==> config.mk <==
export PLATFORM = sky130hd
export DESIGN_NAME = mem_access_unit
export DESIGN_NICKNAME = d
export VERILOG_FILES = /design/src/rtl/mem_access_unit.sv
export SDC_FILE = /design/constraint.sdc
export NUM_CORES = 1
export LEC_CHECK = 0
export BUFFER_PORTS_ARGS = -buffer_cell sky130_fd_sc_hd__clkbuf_2
export CAP_MARGIN = 20
export CORE_UTILIZATION = 50
export DETAILED_ROUTE_END_ITERATION = 6
export PLACE_DENSITY_LB_ADDON = 0.15
export SETUP_SLACK_MARGIN = 0.1
export SLEW_MARGIN = 20
export SYNTH_ARGS = -nofsm -noshare
export SYNTH_HDL_FRONTEND = slang
export SYNTH_SLANG_ARGS = --single-unit
export TNS_END_PERCENT = 5
==> constraint.sdc <==
create_clock -name clk -period 4.35 [get_ports clk]
set_clock_uncertainty 0.2 [all_clocks]
set_input_delay 0.6525 -clock clk [delete_from_list [all_inputs] [get_ports clk]]
set_output_delay 0.6525 -clock clk [all_outputs]
set_load 0.02 [all_outputs]
==> src/rtl/mem_access_unit.sv <==
// Load/store unit between a core and a byte-addressed, big-endian data RAM.
// Optional MEM_ACCESS_ALIGN_CHECK_EN makes misaligned half/word accesses fault.
module mem_access_unit #(
  parameter int unsigned MEM_BYTES = 4096
) (
  input  logic        clk,
  input  logic        rst_n,
  input  logic        req_valid,
  output logic        req_ready,
  input  logic        req_store,
  input  logic [1:0]  req_size,
  input  logic        req_unsigned,
  input  logic [31:0] req_addr,
  input  logic [31:0] req_wdata,
  input  logic [4:0]  req_tag,
  output logic        resp_valid,
  input  logic        resp_ready,
  output logic [31:0] resp_rdata,
  output logic [4:0]  resp_tag,
  output logic        resp_fault,
  output logic [2:0]  ram_we,
  output logic [31:0] ram_addr,
  output logic [31:0] ram_wdata,
  input  logic [31:0] ram_rdata
);

  localparam int unsigned AW = 33;

  typedef enum logic [1:0] {IDLE, ACCESS, RESP} state_t;

  state_t      state_q, state_d;
  logic        accept_c, finish_c;
  logic        lat_store, lat_unsigned, lat_fault;
  logic [1:0]  lat_size;
  logic [4:0]  lat_tag;
  logic [2:0]  nbytes_c;
  logic [2:0]  we_enc_c;
  logic [AW-1:0] last_byte_c;
  logic        misalign_c, fault_c;
  logic [31:0] ext_c;

  // State register
  always_ff @(posedge clk or negedge rst_n) begin
    if (!rst_n) state_q <= IDLE;
    else        state_q <= state_d;
  end

  // Next-state and handshake decode
  always_comb begin
    state_d  = state_q;
    accept_c = 1'b0;
    finish_c = 1'b0;
    case (state_q)
      IDLE: begin
        if (req_valid) begin
          accept_c = 1'b1;
          state_d  = ACCESS;
        end
      end
      ACCESS: begin
        finish_c = 1'b1;
        state_d  = RESP;
      end
      RESP: begin
        if (resp_ready) state_d = IDLE;
      end
      default: state_d = IDLE;
    endcase
  end

  assign req_ready  = (state_q == IDLE);
  assign resp_valid = (state_q == RESP);

  // Size decode: byte count and one-hot strobe ([0] word, [1] half, [2] byte)
  always_comb begin
    nbytes_c = 3'd4;
    we_enc_c = 3'b000;
    case (req_size)
      2'd0: begin nbytes_c = 3'd1; we_enc_c = 3'b100; end
      2'd1: begin nbytes_c = 3'd2; we_enc_c = 3'b010; end
      2'd2: begin nbytes_c = 3'd4; we_enc_c = 3'b001; end
      default: begin nbytes_c = 3'd4; we_enc_c = 3'b000; end
    endcase
  end

`ifdef MEM_ACCESS_ALIGN_CHECK_EN
  assign misalign_c = ((req_size == 2'd1) && req_addr[0]) ||
                      ((req_size == 2'd2) && (req_addr[1:0] != 2'b00));
`else
  assign misalign_c = 1'b0;
`endif

  // 33-bit end address so a wrap past 0xFFFFFFFF still faults
  assign last_byte_c = {1'b0, req_addr} + AW'(nbytes_c) - AW'(1);
  assign fault_c     = (last_byte_c > (AW'(MEM_BYTES) - AW'(1))) ||
                       (req_size == 2'd3) || misalign_c;

  // Big-endian extraction: the addressed byte sits in the top lane
  always_comb begin
    ext_c = ram_rdata;
    case (lat_size)
      2'd0:    ext_c = {{24{~lat_unsigned & ram_rdata[31]}}, ram_rdata[31:24]};
      2'd1:    ext_c = {{16{~lat_unsigned & ram_rdata[31]}}, ram_rdata[31:16]};
      default: ext_c = ram_rdata;
    endcase
  end

  // Request latch, RAM drive and response registers
  always_ff @(posedge clk or negedge rst_n) begin
    if (!rst_n) begin
      lat_store    <= 1'b0;
      lat_unsigned <= 1'b0;
      lat_fault    <= 1'b0;
      lat_size     <= 2'd0;
      lat_tag      <= 5'd0;
      ram_we       <= 3'b000;
      ram_addr     <= 32'd0;
      ram_wdata    <= 32'd0;
      resp_rdata   <= 32'd0;
      resp_tag     <= 5'd0;
      resp_fault   <= 1'b0;
    end else begin
      ram_we <= 3'b000;
      if (accept_c) begin
        lat_store    <= req_store;
        lat_unsigned <= req_unsigned;
        lat_fault    <= fault_c;
        lat_size     <= req_size;
        lat_tag      <= req_tag;
        ram_addr     <= req_addr;
        ram_wdata    <= req_wdata;
        if (req_store && !fault_c) ram_we <= we_enc_c;
      end
      if (finish_c) begin
        resp_rdata <= (lat_store || lat_fault) ? 32'd0 : ext_c;
        resp_tag   <= lat_tag;
        resp_fault <= lat_fault;
      end
    end
  end

endmodule

==> results.toml <==
[final_layout]
syn_to_final_growth_pct = 27.4
fill_cells = 1169
most-common-layout-cells = "nand2_1, clkbuf_2, dfrtp_1"
final_util = 0.657
fin_cells = 1151
drive_gt1_frac = 0.290
final_common_cell = "nand2_1"
fin_nets = 1110
antenna_cells = 0

[clock_network]
ctsHoldBuffers = 0
cts.htree.levels = 4
clkTransAtPathRegs_ns = 0.06
cts_setup_buffers = 0
clock_latency_ns = 0.41
cts-root-buf = "clkbuf_16"
cts_tree = "built"
numCtsBuffers = 17
post_cts_resized = 0
clk_path_buf_depth = 2
clock-sinks = 117

[synthesis]
synth.avg_cell_area_sq_um = 8.67
yosys_warnings = 0
synth_fa_ha_area_frac = 0.0679
synth_largest_area_cell = "dfrtp_1"
synth.area.mux_share = 0.0305
synth_compound_gate_area_share = 0.173
synthCells = 757
synth_cell_types = 61
synth_top_flop_cell = "dfrtp_1"
synth_seq_cells = 117
synth_simple_gate_area_frac = 0.212
synth-xor-area-share = 0.0173
synth_edf_count = 0
ys_seq_area_frac = 0.446
synthesis.nets = 901
synth_top_family_by_area = "simple AND/OR/NAND/NOR gates"
synth.area.top_cells = "dfrtp_1, nand2_1, ha_1"
netlist_area_sq_mm = 0.00656
synthArstFlopShare = 1.00
yosysTopAreaCellShare = 0.446

[placement]
place_ws_ns = 0.0183
port_buffers = 215
placed_cells = 1119
routabilityCongestion = 0.895
dp_hpwl_mm = 12.8

[floorplanning]
start_util = 0.516
die_h_um = 117
io_pins = 216
std_cell_rows = 41
die_w_um = 117
design.core.area_sq_mm = 0.0127
die_area_sq_mm = 0.0136

[critical_path]
max_stage_delay_ns = 0.46
arrival_ns = 4.06
end_kind = "flip-flop"
cp_slowest_cell = "or4_1"
worstPathMaxFanout = 4
r2r-start = "state_q[1]$_DFFE_PN0P_"
critical_path.startpoint = "req_size[1]"
r2r-end = "ram_wdata[4]$_DFFE_PN0P_"
worstPathRequired_ns = 4.45
start_kind = "input port"
path_class = "in2reg"
r2r_slack_ns = 2.16
path_buf_inv = 3
reg2reg_depth = 6
cp_cell_sequence = "clkbuf_2, inv_1, nand2_1, ha_1, inv_1, ha_1, fa_1, a211oi_2, o211ai_1, a21oi_1, nor3_1, or4_1, a31o_2, a2111oi_4, nand4_2, o31a_1"
cpLargestDelayFamily = "compound AO/OA/AOI/OAI gates"

[sta]
clock.fmax_mhz = 252
hold_viol_final = 0
worst_pin_slew_ns = 0.760
min_period_ns = 3.96
drv_slew = 0
fin_ws_ns = 0.387
grt_setup_unrepaired = "yes"
relSlewSlack = 0.494
finalCritPeriodShare = 0.911
setup_tns_ns = 0
setup_viol = 0

[detailed_routing]
dr.first_iter.drc_count = 260
dr.pass1.iters = 4
viasPerCell = 5.15
postRouteAntennaNets = 0
drc = 0
wl_per_cell_um = 15.0
vias = 5926
wl_mm = 17.3

[pwr]
ir_drop_uv = 273
switching_power_mw = 1.99
power_density_mw_per_mm2 = 587
combPwrFrac = 0.373
switching_share = 0.405
internal_power_mw = 2.92
seq_power_share = 0.343
p_total_mw = 4.91
power_frac_clock = 0.284
power.leakage_nw = 4.40

[global_routing]
antenna_found_initial = 0
grt_max_degree = 118
grt_pass1_wl_mm = 27.2
gr-total-overflow = 0
grt_util_all_layers = 0.262
grt_pass1_vias = 5546

[run]
maxCapViolCount = 0

[status]
status = "finished clean"

[min_path]
hold_class = "in2async"
## per-stage QoR
stage                     area (sq um)  hold slack (ns)
final                             8360           0.0960
after global routing              8360            0.152
after CTS                         8360            0.148
after detailed placement          7770            0.259
after global placement            7770            0.257
after floorplan                   6560            0.157
## synthesized netlist by cell type (all sizes together) (6+ instances only)
library cell    n
inv            44
nor3            8
nor4            6
ha             34
a211oi          6
o21ai          88
mux2i          11
nor2b          18
nand2         228
a32o            8
mux2            8
a21oi          34
nand4          11
a22o            9
dfrtp         117
clkbuf         28
xnor2           9
o211ai          8
nor2           18
buf             7
nand2b         15
## area by class of cell
cell class	instances	area, sq um	share of cell area
Multi-Input combinational cell	560	3290	0.394
Sequential cell	117	2930	0.350
Timing Repair Buffer	225	1170	0.139
Clock buffer	17	425	0.0509
Tap cell	172	215	0.0257
Inverter	45	169	0.0202
Clock inverter	15	165	0.0197
## power groups by stage
stage | Clock [mW] | Combinational [mW] | Sequential, mW
2_1_floorplan | 0 | 0.884 | 2.02
3_3_place_gp | 0 | 1.82 | 1.69
3_5_place_dp | 0 | 1.84 | 1.70
4_1_cts | 1.42 | 1.85 | 1.68
5_1_grt | 1.47 | 2.04 | 1.73
6_report | 1.39 | 1.83 | 1.68
## metal layers
metal	track usage	up-vias	share of wire
met5	0	-	0
met4	0.0878	0	0.021
met3	0.0680	28	0.053
met2	0.440	165	0.49
met1	0.328	2744	0.44
li1	-	2989	-
## worst max path at each step
stage / endpoint / slack, ns / cells past startpoint
after global routing: ram_we[1]$_DFF_PN0_ / 0.09 / 17
after floorplan: lat_fault$_DFFE_PN0P_ / 0.38 / 15
after global placement: lat_fault$_DFFE_PN0P_ / 0.08 / 16
after detailed placement: lat_fault$_DFFE_PN0P_ / 0.02 / 16
after CTS: lat_fault$_DFFE_PN0P_ / 0.42 / 16
final: lat_fault$_DFFE_PN0P_ / 0.39 / 16
## flip-flops by register name (all words and copies together) (netlist names), 2 cells and up
signal and flops:
ram_addr 32, ram_wdata 32, resp_rdata 32, lat_tag 5, resp_tag 5, ram_we 3
lat_size 2, state_q 2
## cell families (layout without fill, tap and decap cells)
family                   count (synthesis)  after routing
AO/OA/AOI/OAI                          177            177
buffers and inverters                   80            302
multiplexers                            19             19
XOR/XNOR                                13             13
flip-flops                             117            117
AND/OR/NAND/NOR                        316            316
adder cells (fa/ha/maj)                 35             35
No activity file was read; power rests on OpenSTA's default activity.
